--- config.mk ---
export PLATFORM = sky130hd
export DESIGN_NAME = gnr_attractor_ctrl
export DESIGN_NICKNAME = d
export VERILOG_FILES = /design/src/rtl/gnr_attractor_ctrl.sv
export SDC_FILE = /design/constraint.sdc
export NUM_CORES = 1
export LEC_CHECK = 0
export CORE_ASPECT_RATIO = 2
export CORE_UTILIZATION = 52
export DETAILED_ROUTE_END_ITERATION = 10
export PLACE_DENSITY = 0.8
export SLEW_MARGIN = 0
export SYNTH_ARGS = -nofsm -noshare
export SYNTH_HDL_FRONTEND = slang
export SYNTH_SLANG_ARGS = --single-unit
--- constraint.sdc ---
create_clock -name clk -period 3.8 [get_ports clk]
set_clock_uncertainty 0.2 [all_clocks]
set_input_delay 0.95 -clock clk [delete_from_list [all_inputs] [get_ports clk]]
set_output_delay 0.95 -clock clk [all_outputs]
set_load 0.02 [all_outputs]
--- src/rtl/gnr_attractor_ctrl.sv ---
// Floyd-style attractor search sequencer for one bank of dual-state Boolean network nodes.
// Drives load/step strobes into the node bank and measures transient length and period.
module gnr_attractor_ctrl #(
  parameter int N_NODES   = 8,
  parameter int CNT_W     = 16,
  parameter int MAX_STEPS = 1000
) (
  input  logic               clk,
  input  logic               rst,
  input  logic               start,
  input  logic               abort,
  input  logic [N_NODES-1:0] init_vec,
  input  logic [N_NODES-1:0] s0_vec,
  input  logic [N_NODES-1:0] s1_vec,
  output logic               reset_nos,
  output logic [N_NODES-1:0] init_state,
  output logic               start_s0,
  output logic               start_s1,
  output logic               busy,
  output logic               done,
  output logic               found,
  output logic               timeout,
  output logic [CNT_W-1:0]   steps,
  output logic [CNT_W-1:0]   period,
  output logic [N_NODES-1:0] attractor,
  output logic [2:0]         dbg_state
);

  typedef enum logic [2:0] {
    S_IDLE   = 3'd0,
    S_LOAD   = 3'd1,
    S_RUN    = 3'd2,
    S_PERIOD = 3'd3,
    S_DONE   = 3'd4
  } state_t;

  localparam logic [CNT_W-1:0] LP_MAX = CNT_W'(MAX_STEPS);
  localparam logic [CNT_W-1:0] LP_ONE = CNT_W'(1);
  localparam logic [CNT_W-1:0] LP_TWO = CNT_W'(2);

  state_t           r_state;
  logic [CNT_W-1:0] r_step_cnt;
  logic [CNT_W-1:0] r_period_cnt;

  logic w_vec_eq;
  logic w_run_match;
  logic w_period_match;
  logic w_step_lim;
  logic w_period_lim;

  // Counts 0 and 1 are skipped: after a single pulse tortoise and hare agree trivially.
  assign w_vec_eq       = (s0_vec == s1_vec);
  assign w_run_match    = (r_step_cnt >= LP_TWO) && w_vec_eq;
  assign w_period_match = (r_period_cnt >= LP_ONE) && w_vec_eq;
  assign w_step_lim     = (r_step_cnt == LP_MAX);
  assign w_period_lim   = (r_period_cnt == LP_MAX);
  assign dbg_state      = r_state;

  always_ff @(posedge clk or negedge rst) begin
    if (!rst) begin
      r_state      <= S_IDLE;
      r_step_cnt   <= '0;
      r_period_cnt <= '0;
      reset_nos    <= 1'b0;
      init_state   <= '0;
      start_s0     <= 1'b0;
      start_s1     <= 1'b0;
      busy         <= 1'b0;
      done         <= 1'b0;
      found        <= 1'b0;
      timeout      <= 1'b0;
      steps        <= '0;
      period       <= '0;
      attractor    <= '0;
    end else begin
      reset_nos <= 1'b0;
      start_s0  <= 1'b0;
      start_s1  <= 1'b0;
      done      <= 1'b0;
      if (abort && (r_state != S_IDLE)) begin
        r_state <= S_IDLE;
        busy    <= 1'b0;
      end else begin
        case (r_state)
          S_IDLE: begin
            if (start) begin
              init_state   <= init_vec;
              found        <= 1'b0;
              timeout      <= 1'b0;
              steps        <= '0;
              period       <= '0;
              attractor    <= '0;
              r_step_cnt   <= '0;
              r_period_cnt <= '0;
              reset_nos    <= 1'b1;
              busy         <= 1'b1;
              r_state      <= S_LOAD;
            end
          end
          S_LOAD: begin
            r_state <= S_RUN;
          end
          S_RUN: begin
            if (w_run_match) begin
              attractor <= s0_vec;
              steps     <= r_step_cnt;
              r_state   <= S_PERIOD;
            end else if (w_step_lim) begin
              timeout <= 1'b1;
              steps   <= r_step_cnt;
              busy    <= 1'b0;
              done    <= 1'b1;
              r_state <= S_DONE;
            end else begin
              start_s0   <= 1'b1;
              start_s1   <= 1'b1;
              r_step_cnt <= r_step_cnt + LP_ONE;
            end
          end
          S_PERIOD: begin
            // Tortoise stays parked on the attractor; only the hare walks the cycle.
            if (w_period_match) begin
              found   <= 1'b1;
              period  <= r_period_cnt;
              busy    <= 1'b0;
              done    <= 1'b1;
              r_state <= S_DONE;
            end else if (w_period_lim) begin
              timeout <= 1'b1;
              period  <= '0;
              busy    <= 1'b0;
              done    <= 1'b1;
              r_state <= S_DONE;
            end else begin
              start_s1     <= 1'b1;
              r_period_cnt <= r_period_cnt + LP_ONE;
            end
          end
          S_DONE: begin
            r_state <= S_IDLE;
          end
          default: begin
            busy    <= 1'b0;
            r_state <= S_IDLE;
          end
        endcase
      end
    end
  end

endmodule

# == Word level (Yosys, flattened, before mapping) ==
# Index checks and enable logic that the tools add are counted.
# totals
register_bits,90
latch_bits,0
ramBits,0
romBits,0
inputBits,28
n_memories,0
# op_classes
add_sub_neg,2
mul,0
div_mod_pow,0
magnitude_cmp,2
n_eq_ne,24
shifts,0
n_mux,55
bitwise_logic,1
n_reduce_logical,19
# op_table
operator,count
$mux W16,9
$pmux W16 S2,4
$add A16 B1 Y16 const B,2
$eq A16 B10 Y1 const B,2
$mux W1,27
$mux W3,6
$ne A2 B2 Y1 const B,9
$ge A16 B1 Y1 const B,1
$ge A16 B2 Y1 const B,1
$mux W8,2
$pmux W8 S2,1
$reduce_and A4 Y1,4
$ne A3 B3 Y1 const B,5
$reduce_and A5 Y1,3
$pmux W3 S4,1
$eq A8 B8 Y1,1
$ne A4 B4 Y1 const B,2
$reduce_and A7 Y1,1
$eq A3 B2 Y1 const B,2
$pmux W1 S2,3
$reduce_and A3 Y1,2
$reduce_bool A3 Y1,2
$pmux W1 S4,1
$reduce_bool A2 Y1,2
other kinds (8),10

# == Depth between registers and ports, before layout ==
# logic_depth
ltp_word,5
depth_mapped,10
depth_no_buf,8

# == Least setup slack after synthesis ==
# Ideal clock, no wire load.
# synth_timing
path_type,input to register
from,input s1_vec[5]
to,register period[0]
t_arrival_ns,2.893
required_ns,3.521
slack_ns,0.628
stages,8
path_buffers,2
path_cell_list,xor2_1 > nor4_1 > nand2_1 > o21ai_2 > o21a_1 > buf_2 > buf_2 > mux2i_1
# synth_between
elab_chain_len,4
word_cells_on_any_way,6
# synth_rtl
item,line_no,rtl
from (decl),14,"input logic [N_NODES-1:0] s1_vec,"
$eq A8 B8 Y1 (*),52,assign w_vec_eq = (s0_vec == s1_vec);
$logic_and A1 B1 Y1 (*),54,assign w_period_match = (r_period_cnt >= LP_ONE) && w_vec_eq;
$ne A3 B3 Y1 (no source line) or $mux W16 (tied branches),n/a,
$reduce_and A4 Y1 (no source line) or $pmux W16 S2 (tied branches),n/a,
to (signal assigned),124,period <= r_period_cnt;
to (decl),24,"output logic [CNT_W-1:0] period,"
# Every way passes the cells marked *; elsewhere a longest branch is shown, timed or not.
# A chain may end at the register's enable or synchronous reset.

# == Worst setup path after layout ==
# layout_timing
from,input s0_vec[2]
to,register attractor[2]
# layout_between
elab_chain_len,4
word_cells_on_any_way,6
# layout_rtl
item,line_no,rtl
from (decl),13,"input logic [N_NODES-1:0] s0_vec,"
$eq A8 B8 Y1,52,
$logic_and A1 B1 Y1,53,assign w_run_match = (r_step_cnt >= LP_TWO) && w_vec_eq;
$ne A2 B2 Y1 (no source line),n/a,
$reduce_and A4 Y1 (no source line),n/a,
to (signal assigned),105,attractor <= s0_vec;
to (decl),25,"output logic [N_NODES-1:0] attractor,"
# Parallel ways exist; a longest one is shown, timed or not. The select of a mux whose other input is x is not followed.

==> flow_summary.toml <==
[cts]
cts-resized-gates = 0
ctsHoldBuffers = 0
h-tree-depth = 3
cts.sinks = 90
cts_tree = "built"
post_cts_buffers = 0
clk_pin_slew_worst_paths_ns = 0.07
cts_buffers = 9
cts_max_path_buffers = 2
clkLatencyLatePin_ns = 0.34
root_buffer = "clkbuf_16"

[final_layout]
drive_gt1_share_pct = 6.96
final_cell_mix = "111 x nand2_1, 90 x dfrtp_1, 84 x clkdlybuf4s50_1"
fillers = 680
final_area_sq_um = 5850
utilization_pct = 68.2
final_cells = 689
syn_to_final_growth_pct = 27.8
final_nets = 618
final_common_cell = "nand2_1"
insertedDiodeCount = 0

[power_and_ir_drop]
ir_drop_mv = 0.404
p_leak_nw = 2.44
netSwitchingFraction_pct = 34.6
combPwrFrac_pct = 29.2
p_per_area_nw_per_um2 = 492
power_frac_seq_pct = 39.2
internal-power_w = 0.00188
clock_power_share_pct = 31.6
p_switching_w = 0.000997

[yosys]
synth_cell_types = 51
yosys_warnings = 0
syn_area_sq_um = 4580
synth_flop_cell = "dfrtp_1"
synth_edf_count = 0
ys_ff_latch = 90
syn_inst = 504
async_reset_ff_share_pct = 100
yosysTopAreaCell = "dfrtp_1"
yosysSeqAreaShare_pct = 49.2
synth.area.top_cells = "dfrtp_1 49%, nand2_1 9.1%, mux2i_1 5.9%, o21ai_0 4.2%, a21oi_1 3.2%"
syn_nets = 538
netlist.area_leader.share_pct = 49.2
syn_avg_cell_area_sq_um = 9.09

[floorplan]
core_area_sq_um = 8590
rows = 48
die_w_microns = 68.4
die_area_sq_um = 9210
start_util_pct = 53.3
dieHeight_microns = 135
top_level_ports = 86

[sta]
tns_ns = 0
finalCritPeriodShare_pct = 85.7
hold_viol = 0
worstMarginPinSlew_ns = 0.609
setup_viol = 0
max_slew_margin_pct = 59.4
final.min_clock_period_ns = 3.26
final_max_slew_viol_count = 0
rsz0062_at_grt = "no"
max_freq_ghz = 0.307
layout_setup_ws_ns = 0.544

[critical_path]
worstPathRequired_ns = 3.84
path_class = "in2reg"
r2r_start = "r_step_cnt[0]"
critical_path.max_fanout = 15
worstSetupStartpoint = "s0_vec[2]"
critPathLaunchType = "input port"
arrival_ns = 3.29
setup.worst_path.end = "attractor[2]"
rr_worst_depth = 9
rrSetupSlack_ns = 0.68
rr_endpoint = "r_step_cnt[5]"
endpoint_kind = "flip-flop"

[drt]
wl_met1_microns = 4340
num_vias = 4005
wire_per_inst_microns = 16.8
via_per_inst = 5.81
wl_met2_microns = 6510
final_antenna_net_count = 0
wirelength_microns = 11500
drc = 0
met3WireLength_microns = 329
firstDrtPassIters = 4
dr.first_iter.drc_count = 284
routed.top_layer = "met4"

[job]
maxCapViolCount = 0

[grt]
grt_pass1_vias = 3962
grt_max_degree = 48
grt_usage_pct = 27.5
overflow = 0
grt_pass1_wl_microns = 18900
antenna_found_initial = 0

[placed_design]
place.gp.congestion = 0.833
dp_worst_setup_slack_ns = 0.200
placed_cell_area_sq_um = 5550
post-dp-hpwl_microns = 8400
dp_cells = 673
io_buffers = 85

[outcome]
status = "finished, final reports clean"

[min_path]
hold_path.class = "reg2reg"
cell families (layout without fill, tap and decap cells):
kind of cell,after synthesis,after routing,synth area share [%]
flops,90,90,49.2
mux,27,27,5.90
compound gates,107,107,14.8
fa+ha+maj,6,6,1.64
xor+xnor,9,9,1.72
buf+inv,58,143,4.97
simple gates,207,207,21.7
per-layer routing:
layer  up-vias  GRT usage (%)
met4         0           14.1
met5         -              0
met2       109           48.6
met3        29           4.39
li1       1919              -
met1      1948           30.1
critical path: stages:
cell and delay (ns):
clkdlybuf4s50_1 0.45, xor2_1 0.16, nor4_1 0.42, buf_4 0.20
nand3_4 0.09, buf_4 0.20, nor2_1 0.42, a22oi_1 0.14
o21ai_0 0.25
sequential cells by signal, summed over array words and instances (netlist names), 3 cells and up:
signal        flops
period           16
r_period_cnt     16
r_step_cnt       16
steps            16
attractor         8
init_state        8
dbg_state         3
cells in the mapped netlist (all sizes together), types with 2 or more instances:
library cell and instances:
nor3 11, nand4 6, clkbuf 25, dfrtp 90, or3 10, o31ai 8, mux2i 27, o21a 2
nor2 16, or4 10, nand3b 2, xor2 8, a22oi 8, nand2 111, inv 27, nor4 4
and3 4, o22ai 2, a2111o 5, a21oi 29, buf 6, nand3 14, ha 6, or2 2
a31o 2, o21ai 40, and4 2, nand2b 10
power by group through the flow:
| stage | clock network (W) | logic [W] | registers [W] |
|---|---|---|---|
| global route | 0.000965 | 0.000910 | 0.00114 |
| floorplan | 0 | 0.000452 | 0.00120 |
| finish | 0.000910 | 0.000842 | 0.00113 |
| CTS | 0.000922 | 0.000849 | 0.00113 |
| global placement | 0 | 0.000821 | 0.00115 |
| detailed placement | 0 | 0.000844 | 0.00115 |
how the worst min path moves through the flow:
stage                         from       endpoint  slack [ns]  cells after the start
floorplan           r_step_cnt[15]      steps[15]        0.32                      2
global placement     init_state[3]  init_state[3]        0.26                      2
detailed placement   init_state[3]  init_state[3]        0.26                      2
CTS                  init_state[3]  init_state[3]        0.28                      2
global route         init_state[7]  init_state[7]        0.30                      2
finish               init_state[7]  init_state[7]        0.27                      2
through the flow:
stage	power (W)	hold WS (ns)
5_1_grt	0.00301	0.296
3_5_place_dp	0.00199	0.261
6_report	0.00288	0.272
2_1_floorplan	0.00166	0.319
3_3_place_gp	0.00197	0.259
4_1_cts	0.00290	0.278
cell type report:
cell class	instances	area (sq um)	area share, %
Sequential cell	90	2250	38.5
Multi-Input combinational cell	356	2100	35.9
Timing Repair Buffer	100	973	16.6
Clock buffer	9	225	3.85
Tap cell	100	125	2.14
Inverter	27	101	1.73
Clock inverter	7	77.6	1.33
Power figures use the tool's default switching activity.
==> patch (same flow settings) <==
Make the reset (`rst`) synchronous in one clocked block.
--- a/src/rtl/gnr_attractor_ctrl.sv
+++ b/src/rtl/gnr_attractor_ctrl.sv
@@ -57,5 +57,5 @@
   assign dbg_state      = r_state;
 
-  always_ff @(posedge clk or negedge rst) begin
+  always_ff @(posedge clk) begin
     if (!rst) begin
       r_state      <= S_IDLE;
Formal check against the unedited RTL: differs if rst is asserted again (counterexample within 4 cycles, from zero or initial values and one cycle with rst low); with rst held inactive, the same outputs for 10 cycles.
==> patch against the original RTL <==
- non-clock buffer count did not move
- worst setup slack improved by 0.089 ns
- via count fell by 2.6%
- register-to-register slack better by 0.17 ns
- cell area down 10%
- synthesized area shrank 11%
- final cell count down 2.3%
- sequential cell count unchanged
- sequential share of layout area decreased by 4.3 points
- critical path type unchanged
- routed wire length shrank 4.4%
- first-iteration DRC count increased by 1.1%
Power is not compared: it rests on default switching activity, and its combinational part moved more than twofold at a synthesized area within 25%.
==> patch: results (changes against the original RTL) <==
[sta]
tightest_slew_ns=0.690  ; was 0.609 ns
drv_slew=0  ; unchanged

[finish]
fin_nets=608  ; was 618
fillers=659  ; was 680
antenna_cells=0  ; unchanged
drive_above_1_share=0.0691  ; was 0.0696

[yosys]
synthTopCellsByArea=dfxtp_1 44%, nand2_1 6.9%, nand3_1 5.3%  ; was dfrtp_1 49%, nand2_1 9.1%, mux2i_1 5.9%
synth.distinct_cells=51  ; unchanged
yosysWarnings=0  ; unchanged
syn_nets=527  ; was 538
synthCells=493  ; was 504
seq_area_frac_synth=0.443  ; was 0.492
synth_common_cells=90 x dfxtp_1, 75 x nand2_1, 43 x nand3_1, 35 x nor2_1, 31 x o21ai_1  ; was 111 x nand2_1, 90 x dfrtp_1, 38 x o21ai_0, 29 x a21oi_1
synthArstFlopShare=0  ; was 1.00

[placed_design]
post-place-ws_ns=0.291  ; was 0.200 ns
dp.cells=657  ; was 673
dp_hpwl_um=8170  ; was 8400 um
placed_area_um2=5000  ; was 5550 um2
place_congestion=0.959  ; was 0.833
port_buffers=85  ; unchanged

[worst_setup_path]
worst-path-max-fanout=9  ; was 15
cp_slowest_stage_delay_ns=0.64  ; was 0.45 ns
cp_slowest_cell=a2111oi_0  ; was clkdlybuf4s50_1
worstPathArrival_ns=3.21  ; was 3.29 ns
crit_family=buffers and inverters  ; was simple AND/OR/NAND/NOR gates

[global_routing]
grt_pass1_wl_um=17700  ; was 18,900 um
use_met1=0.281  ; was 0.301
track_usage=0.283  ; was 0.275
grt_pass1_vias=3638  ; was 3,962
grt_max_degree=33  ; was 48
grt.met3_usage=0.0384  ; was 0.0439
grt_use_met2=0.546  ; was 0.486

[clock_tree]
cts_root_buf=clkbuf_16  ; unchanged
cts.clk_slew.worst_paths_ns=0.06
clk_latency_ns=0.35
numCtsBuffers=9  ; unchanged
postCtsSetupBuffers=0  ; unchanged
cts_max_level=3  ; unchanged

[outcome]
status=complete, no violations  ; unchanged

[route]
wl_per_cell_um=16.4  ; was 16.8 um
dr.pass1.iters=5  ; was 4
drtIter0Drc=287  ; was 284
wl_um=11000  ; was 11,500 um
vias=3899  ; was 4,005

[pwr]
leakage_nw=1.79
max-vdd-ir-drop_mv=0.261

[hold_path]
hold_class=register to register  ; unchanged

## patch: cell types whose count changed after synthesis, sizes merged, moves of 9 or more
cell and change:
nor2 +19, nand3 +29, dfxtp +90, xnor2 +13, a21boi +9, nor2b +12, mux2i -27, dfrtp -90
inv -19, nand2b -10, nand2 -36, a21oi -15
## patch: cell families after synthesis
| kind of cell | share of synthesized area |
|---|---|
| adders and majority gates | 0.0185 |
| buffers and inverters | 0.0428 |
| xor gates and xnor gates | 0.0517 |
| DFF | 0.443 |
| AOI/OAI and AO/OA | 0.155 |
| and+or+nand+nor | 0.288 |
## patch: tightest hold or removal path, cell delays in order (launching register included)
cell and delay [ns]:
dfxtp_1 0.31, nand2_1 0.05, o21ai_1 0.05
## patch: metal layers
metal / vias to the layer above / share of wire
met2: 132 / 0.57
met5: - / 0
li1: 1899 / -
met1: 1842 / 0.37
met3: 26 / 0.031
met4: 0 / 0.031
## patch: area by class of cell
| class | instances | share of cell area |
|---|---|---|
| multi-input combinational | 365 | 0.396 |
| sequential | 90 | 0.342 |
| timing repair buffer | 100 | 0.182 |
| clock buffer | 12 | 0.0468 |
| tap | 94 | 0.0223 |
| inverter | 8 | 0.00570 |
| clock inverter | 4 | 0.00499 |
## patch: final timing paths
check	from	endpoint	slack, ns	cells past startpoint
setup reg to reg	r_step_cnt[0]$_SDFFE_PN0P_	steps[15]$_SDFFE_PN0P_	0.85	10
hold reg to reg	steps[6]$_SDFFE_PN0P_	steps[6]$_SDFFE_PN0P_	0.25	2
setup / recovery	s0_vec[1]	r_period_cnt[12]$_SDFFE_PN0P_	0.63	10
hold / removal	steps[6]$_SDFFE_PN0P_	steps[6]$_SDFFE_PN0P_	0.25	2
## patch: through the flow
step,hold WS (ns),utilization
finish,0.247,0.693
global placement,0.235,0.657
floorplan,0.244,-
global route,0.261,0.693
CTS,0.248,0.693
detailed placement,0.240,0.657
## patch: report_power, final
group,total (mW),leakage [nW],internal (mW),switching [mW]
combinational,0.219,0.929,0.0888,0.131
clock,0.825,0.133,0.461,0.364
sequential,0.968,0.727,0.956,0.0118
